==> src/rtl/nlprg10_pkg.sv <==
// Shared constants for the 10-bit nonlinear (de Bruijn) pattern generator.
// N      : state width
// TAP_HI : upper feedback tap, the bit shifted out of the register
// TAP_LO : lower feedback tap
// SEED   : reset value of the state register
package nlprg10_pkg;

  localparam int N      = 10;
  localparam int TAP_HI = 9;
  localparam int TAP_LO = 6;

  typedef logic [N-1:0] state_t;

  localparam state_t SEED = '0;

endpackage

==> src/rtl/nlprg10_if.sv <==
// Output bus of the nlprg10 generator.
// o : current generator state (driven by master, observed by slave)
interface nlprg10_if;

  logic [nlprg10_pkg::N-1:0] o;

  modport master (output o);
  modport slave  (input  o);

endinterface

==> src/rtl/nlprg10_fb.sv <==
// nlprg_fb: combinational feedback for the de Bruijn generator.
// s  : current state
// fb : bit to shift in at position 0
// The linear part s[9]^s[6] alone is a 1023-state maximal LFSR. The z term
// fires whenever s[8:0] is all zero, which is only true in 0x200 and 0x000.
// It flips the feedback in exactly those two states, splicing the all-zero
// state in between 0x200 and 0x001 and giving a full 1024-state cycle.
module nlprg_fb
  import nlprg10_pkg::*;
(
  input  state_t s,
  output logic   fb
);

  logic z;

  assign z  = (s[N-2:0] == '0);
  assign fb = s[TAP_HI] ^ s[TAP_LO] ^ z;

endmodule

==> src/rtl/nlprg10.sv <==
// nlprg10: free-running 10-bit de Bruijn sequence generator.
// ck  : clock, state updates on the rising edge
// rst : asynchronous active-low reset, forces the state to SEED
// bus : nlprg10_if master, bus.o is the state register itself
// The top level holds only the state register and its shift. All feedback
// logic is in nlprg_fb.
module nlprg10
  import nlprg10_pkg::*;
(
  input  logic       ck,
  input  logic       rst,
  nlprg10_if.master  bus
);

  state_t s;
  logic   fb;

  nlprg_fb u_fb (
    .s  (s),
    .fb (fb)
  );

  // NOTE: sequential state uses non-blocking assignment so every register
  // samples pre-edge values, independent of block evaluation order.
  always_ff @(posedge ck or negedge rst) begin
    if (!rst) begin
      s <= SEED;
    end else begin
      s <= {s[N-2:0], fb};
    end
  end

  assign bus.o = s;

endmodule

==> src/flat_wrapper.sv <==
// flat-port wrapper written by rule: the top's interface ports become plain ports
module nlprg10_flat import nlprg10_pkg::*;
  (ck, rst, bus_o);
  nlprg10_if bus_i ();
  input  logic ck;
  input  logic rst;
  output wire logic [$bits(bus_i.o)-1:0] bus_o;
  assign bus_o = bus_i.o;
  nlprg10 u_core (.ck(ck), .rst(rst), .bus(bus_i));
endmodule
==> config.mk <==
export PLATFORM = sky130hd
export DESIGN_NAME = nlprg10_flat
export DESIGN_NICKNAME = d
export VERILOG_FILES = /design/src/rtl/nlprg10_pkg.sv /design/src/rtl/nlprg10_if.sv /design/src/rtl/nlprg10_fb.sv /design/src/rtl/nlprg10.sv /design/src/flat_wrapper.sv
export SDC_FILE = /design/constraint.sdc
export NUM_CORES = 1
export LEC_CHECK = 0
export ABC_CLOCK_PERIOD_IN_PS = 1000
export CAP_MARGIN = 20
export CORE_AREA = 3 3 40 42
export CTS_CLUSTER_SIZE = 40
export DETAILED_ROUTE_END_ITERATION = 8
export DIE_AREA = 0 0 43 45
export SLEW_MARGIN = 20
export SYNTH_ARGS = -nofsm -noshare
export SYNTH_HDL_FRONTEND = slang
export SYNTH_HIERARCHICAL = 1
export SYNTH_SLANG_ARGS = --single-unit
==> constraint.sdc <==
create_clock -name ck -period 1 [get_ports ck]
set_input_delay 0.2 -clock ck [delete_from_list [all_inputs] [get_ports ck]]
set_output_delay 0.2 -clock ck [all_outputs]
set_load 0.01 [all_outputs]
Word level (Yosys, flattened, before mapping)

Index checks and enable logic that the tools add are counted.

Bits in registers: 10
Input bits: 2
Output and inout bits: 10
Word-level logic and storage cells: 4

Bitwise logic cells: 2
Reduce and logical (&&, ||, !) cells: 1

Operator list:

| kind            | count |
|---|---|
| $logic_not 9->1 | 1 |
| $xor 1x1->1     | 2 |

Logic depth before layout (Yosys ltp)

Gate-level depths: netlist (run 1).

Depth in word-level cells: 2
Gate-level depth with buffers: 3
Depth with buffers taken out: 3

By module

The synthesis (run 1) kept the hierarchy.

By module, submodules not included:

| module   | instances | cells each | area an instance (um2) | sequential area each (um2) |
|---|---|---|---|---|
| nlprg10  | 1         | 10         | 250.2                  | 250.2 |
| nlprg_fb | 1         | 4          | 32.5                   | 0.0 |

Worst setup path after synthesis (run 1)

Ideal clock, no wire load.

Path kind: register to register
Start point: register u_core.s[3] (netlist: u_core/bus.o[3])
End point: register u_core.s[0] (netlist: u_core/bus.o[0])
Setup time: 0.124 ns
Arrival time: 0.891 ns
Data required time: 0.876 ns
Setup slack: -0.016 ns
Cell stages (with the launch flop): 4
Buffers on the path: 0
Period minus slack after synthesis: 1.016 ns
Path through: dfrtp_1 nor4_1 a21oi_1 xnor2_1

Longest elaborated chain between the ends: 2

Ends and longest elaborated chain:

| what                   | RTL line         | text |
|---|---|---|
| from (decl)            | nlprg10.sv:15    | `state_t s;` |
| from (signal assigned) | nlprg10.sv:29    | `s <= {s[N-2:0], fb};` |
| $logic_not 9->1        | nlprg10_fb.sv:17 | `assign z = (s[N-2:0] == '0);` |
| $xor 1x1->1            | nlprg10_fb.sv:18 | `assign fb = s[TAP_HI] ^ s[TAP_LO] ^ z;` |
| net u_core.fb          | nlprg10.sv:16    | `logic fb;` |

The timed path passes the listed nets, and every way through them passes these cells.

Worst setup path in the final report (run 1)

Start point: register u_core.s[7] (netlist: u_core/bus.o[7])
End point: register u_core.s[0] (netlist: u_core/bus.o[0])

The elaborated chain is that of the path after synthesis.

==> results of run 1 <==
power by group through the flow:
| stage | combinational (mW) | clock [mW] | sequential (mW) |
|---|---|---|---|
| 5_1_grt | 0.0123 | 0.394 | 0.404 |
| 6_report | 0.0107 | 0.361 | 0.404 |
| 4_1_cts | 0.0113 | 0.364 | 0.404 |
| 3_3_place_gp | 0.0104 | 0 | 0.412 |
| 2_1_floorplan | 0.00000000502 | 0 | 0.412 |
| 3_5_place_dp | 0.0115 | 0 | 0.412 |
repair_timing:
item,4_1_cts,5_1_grt
buffers inserted,4,4
setup endpoints to repair,11,11
pin swaps,3,3
hold endpoints to repair,0,0
resized for setup,43,6
synthesized netlist by cell type (all sizes together):
| cell type | instances |
|---|---|
| nor4 | 2 |
| dfrtp | 10 |
| xnor2 | 1 |
| a21oi | 1 |
worst reg2reg max path, stage by stage, from the launching register on:
cell	delay [ns]
dfrtp_1	0.40
buf_6	0.13
nor4_4	0.29
a21oi_2	0.09
xnor2_1	0.13
area by class of cell:
type	instances	area, sq um	share of cell area [%]
sequential	10	250	46.0
clock buffer	4	36.3	6.67
multi-input combinational	4	51.3	9.43
timing repair buffer	24	188	34.5
tap	15	18.8	3.45
metrics by stage:
stage	setup slack, ns	instances	utilization [%]	setup TNS, ns	power, mW
global placement	-0.113	45	35.0	-0.951	0.422
CTS	-0.137	53	38.5	-0.301	0.779
global route	-0.190	57	42.4	-0.728	0.811
finish	-0.145	57	42.4	-0.372	0.776
detailed placement	-0.163	45	35.0	-1.13	0.423
floorplan	-0.0158	14	-	-0.0158	0.412
how the worst min path moves through the flow:
stage | from | endpoint | slack [ns] | cells past startpoint
after CTS | rst | u_core/bus.o[2] | 0.25 | 1
final | rst | u_core/bus.o[0] | 0.23 | 1
after global placement | u_core/bus.o[3] | u_core/bus.o[4] | 0.39 | 0
after detailed placement | u_core/bus.o[5] | u_core/bus.o[6] | 0.40 | 0
after floorplan | rst | u_core/bus.o[0] | -0.1 | 0
after global routing | rst | u_core/bus.o[7] | 0.25 | 1
metal layers:
metal / routed length (um) / share of wire, % / vias to the layer above
li1: - / - / 102
met1: 285 / 39 / 110
met2: 406 / 56 / 4
met3: 16 / 2.2 / 2
met4: 14 / 1.9 / 0
met5: 0 / 0 / -
cell families after synthesis:
family / synth area share, %
simple gates: 6.64
flops: 88.5
xor+xnor: 3.10
compound gates: 1.77
==> impl_metrics.ini, run 1 <==
[clocking]
cts_root_buffer = clkbuf_4
cts_max_level = 1
cts_hold_buf = 0
cts_sinks = 10
clock_latency_ns = 0.27
cts_buffer_depth = 2
clk_pin_slew_worst_paths_ns = 0.07
cts_tree = built
cts_buffers = 3

[finish]
fill_cells = 112
fin_nets = 45
final_cell_mix = 10 x buf_4, 10 x dfrtp_1, 7 x buf_2, 6 x buf_6, 3 x clkbuf_4
design_area_sq_um = 544
syn_to_final_growth_pct = 92.5
diodes = 0
drive_gt1_share_pct = 71.4
largest_reg_flops = 10

[setup_path]
cp_slowest_stage_delay_ns = 0.40
crit_cells = 4
r2r_slack_ns = -0.14
crit_required_ns = 1.16
rr_startpoint = u_core/bus.o[7]
reg2reg_to = u_core/bus.o[0]
crit_path_cell_trace = buf_6 -> nor4_4 -> a21oi_2 -> xnor2_1
path_max_fanout = 2
start_kind = flip-flop
reg2regPathDepth = 4
worstSetupPathType = flip-flop to flip-flop
cpMaxStageDelayCell = dfrtp_1
critPathTopFamily = flip-flops
endpoint_kind = flip-flop
cp.arrival_ns = 1.30
worstSetupStartpoint = u_core/bus.o[7]
critPathBufInv = 1
cp-endpoint = u_core/bus.o[0]

[flow_run]
maxCapViolCount = 0

[grt]
grt_pass1_wl_um = 1250
met3_usage_pct = 1.59
grt_overflow = 0
grt_max_degree = 11
met2_usage_pct = 15.9
antenna_found_initial = 0
grt_use_total_pct = 9.38
grtUsageMet1_pct = 10.6
grt-busiest-layer = met2
grt_pass1_vias = 259

[die]
io_pins = 12
core_area_sq_um = 1280
die_y_um = 45
fp.dieArea_sq_um = 1940
start_util_pct = 22.0
die_x_um = 43
row_count = 13

[synth]
synthCells = 14
ys_ff_latch = 10
syn_area_per_cell_sq_um = 20.2
synth_area_leader_cell = dfrtp_1
yosys_warnings = 6
synth_top_area_share_pct = 88.5
synth_area_leaders = dfrtp_1 88%, nor4_2 4.4%, xnor2_1 3.1%
netlist_area_sq_um = 283
yosysUniqueCellTypes = 5
syn_nets = 16
yosysSeqAreaShare_pct = 88.5

[power_and_ir_drop]
p_clk_share_pct = 46.5
internal_power_uw = 629
p_per_area_nw_per_um2 = 1430
p_sw_uw = 147
irDropWorstVdd_uv = 683
switching_share_pct = 19.0
p_comb_share_pct = 1.4
p_seq_share_pct = 52.1
leakage_nw = 0.266

[route]
dr.pass1.iters = 1
ant_nets = 0
drt-wirelength-per-cell_um = 12.7
drc = 0
vias = 218
routed_wl_um = 723
viasPerCell = 3.82
drt_iter0_drc = 0

[sta]
fin_crit_sh_pct = 114
max_freq_ghz = 0.874
skew_ns = 0.00674
rsz0062_at_grt = yes
worstMarginPinSlew_ns = 0.431
setup_viol = 8
maxSlewViolCount = 0
worst_slack_ns = -0.145
post-route-min-period_ns = 1.14
hold_ws_ns = 0.234
slew_headroom_pct = 71.2
finalHoldViolCount = 0

[placed_design]
post-dp-hpwl_um = 525
gp_congestion = 0.613
place_area_sq_um = 449
io_buffers = 11

[outcome]
violations = negative setup slack
status = finished, violations left

[worst_hold_path]
hold_path.class = input pin to async pin
No activity file was read; power rests on OpenSTA's default activity.
==> run 2, diff against run 1 <==
--- a/config.mk
+++ b/config.mk
@@ -16,3 +16,4 @@
 export SYNTH_HDL_FRONTEND = slang
 export SYNTH_HIERARCHICAL = 1
 export SYNTH_SLANG_ARGS = --single-unit
+export TNS_END_PERCENT = 1
==> run 2 against run 1 <==
Compared with the run above: the run still ends with negative setup slack left; design area shrank 8.0%; clock power grew 1%; via count shrank 7.8%; clock skew grew 0.0011 ns; non-clock buffer count shrank 5; global-route usage grew 0.17 points; sequential cell count is the same; core utilization shrank 3.4 points; routed wire length grew 0.83%; register-to-register slack gained 0.02 ns; worst setup slack gained 0.025 ns; die area is the same.
==> impl_metrics.ini, run 2 (synthesized netlist as in run 1, its figures left out) <==
[route]
top_layer = met4
route.met2.wl_um = 430
wl_met1_um = 257
vias = 201
drt_iter0_drc = 0
routed_wl_um = 729
drt-wirelength-per-cell_um = 14.0
viasPerCell = 3.87
route.met3.wl_um = 18
ant_nets = 0
dr.pass1.iters = 1
drc = 0

[grt]
grt_max_degree = 11
antenna_found_initial = 0
grt_pass1_vias = 253
grt_pass1_wl_um = 1250
grt_use_total_pct = 9.54
grt_overflow = 0

[die]
start_util_pct = 22.0
io_pins = 12
die_x_um = 43
row_count = 13
die_y_um = 45
fp.dieArea_sq_um = 1940
core_area_sq_um = 1280

[setup_path]
worstSetupPathType = flip-flop to flip-flop
critPathBufInv = 0
reg2regPathDepth = 3
critPathTopFamily = flip-flops
cp-endpoint = u_core/bus.o[0]
worstSetupStartpoint = u_core/bus.o[3]
reg2reg_to = u_core/bus.o[0]
cp.arrival_ns = 1.28
rr_startpoint = u_core/bus.o[3]
start_kind = flip-flop
r2r_slack_ns = -0.12
cp_slowest_stage_delay_ns = 0.40
cpMaxStageDelayCell = dfrtp_1
path_max_fanout = 3
endpoint_kind = flip-flop
crit_cells = 3
crit_required_ns = 1.16
crit_path_cell_trace = nor4_2 -> a21oi_2 -> xnor2_1

[finish]
final_cell_mix = 10 x dfrtp_1, 7 x buf_2, 5 x buf_6, 5 x buf_4, 3 x clkbuf_4
fin_nets = 40
largest_reg_flops = 10
drive_gt1_share_pct = 67.6
final_cells = 52
design_area_sq_um = 500
diodes = 0
layout_commonest_cell = dfrtp_1
syn_to_final_growth_pct = 77.0

[outcome]
status = finished, violations left
violations = negative setup slack

[placed_design]
gp_congestion = 0.613
place_area_sq_um = 449
dp_cells = 45
post-dp-hpwl_um = 525
io_buffers = 11

[clocking]
cts_root_buffer = clkbuf_4
cts_buffers = 3
clk_pin_slew_worst_paths_ns = 0.07
cts_max_level = 1
clock_latency_ns = 0.27
cts_buffer_depth = 2
cts_hold_buf = 0
cts_sinks = 10
cts_tree = built

[sta]
hold_ws_ns = 0.236
maxSlewViolCount = 0
finalHoldViolCount = 0
skew_ns = 0.00788
worst_slack_ns = -0.120
fin_crit_sh_pct = 112
setup_viol = 8
slew_headroom_pct = 70.3
max_freq_ghz = 0.893
rsz0062_at_grt = yes
worstMarginPinSlew_ns = 0.444
post-route-min-period_ns = 1.12

[worst_hold_path]
hold_path.class = input pin to async pin

[flow_run]
maxCapViolCount = 0

[power_and_ir_drop]
leakage_nw = 0.241
irDropWorstVdd_uv = 677
p_per_area_nw_per_um2 = 1560
run 2: cell count changes in the layout (fill, tap and decap cells not counted), sizes merged:
cell,change
clkbuf,+1
buf,-6
run 2: how the worst min path moves through the flow:
stage,start,to,slack [ns],depth (start not counted)
after floorplan,rst,u_core/bus.o[0],-0.1,0
after global placement,u_core/bus.o[3],u_core/bus.o[4],0.39,0
after detailed placement,u_core/bus.o[5],u_core/bus.o[6],0.40,0
after CTS,rst,u_core/bus.o[2],0.25,1
after global routing,rst,u_core/bus.o[7],0.25,1
final,rst,u_core/bus.o[0],0.24,1
run 2: what timing repair did:
action	CTS	global route
pin swaps	3	3
setup endpoints to repair	11	11
buffers inserted	3	0
hold endpoints to repair	0	0
gates resized for setup	41	6
run 2: metrics by stage:
| stage | total power, mW | setup slack (ns) | util [%] | TNS, ns |
|---|---|---|---|---|
| floorplan | 0.412 | -0.0158 | - | -0.0158 |
| finish | 0.780 | -0.120 | 38.9 | -0.269 |
| detailed placement | 0.423 | -0.163 | 35.0 | -1.13 |
| global route | 0.810 | -0.170 | 38.9 | -0.654 |
| global placement | 0.422 | -0.113 | 35.0 | -0.951 |
| CTS | 0.779 | -0.141 | 38.3 | -0.406 |
run 2: layout make-up:
type                            count  area (sq um)
Fill cell                         117           785
Tap cell                           15          18.8
Timing Repair Buffer               19           144
Clock buffer                        4          36.3
Multi-Input combinational cell      4          51.3
Sequential cell                    10           250
run 2: where the power goes:
| group | switching [mW] | internal [mW] |
|---|---|---|
| clock network | 0.143 | 0.221 |
| registers | 0 | 0.404 |
| logic | 0.00743 | 0.00344 |
run 2: metal layers:
| layer | vias to the layer above | track usage (%) |
|---|---|---|
| li1 | 94 | - |
| met5 | - | 0 |
| met2 | 5 | 17.1 |
| met1 | 99 | 10.1 |
| met3 | 3 | 1.59 |
| met4 | 0 | 7.23 |
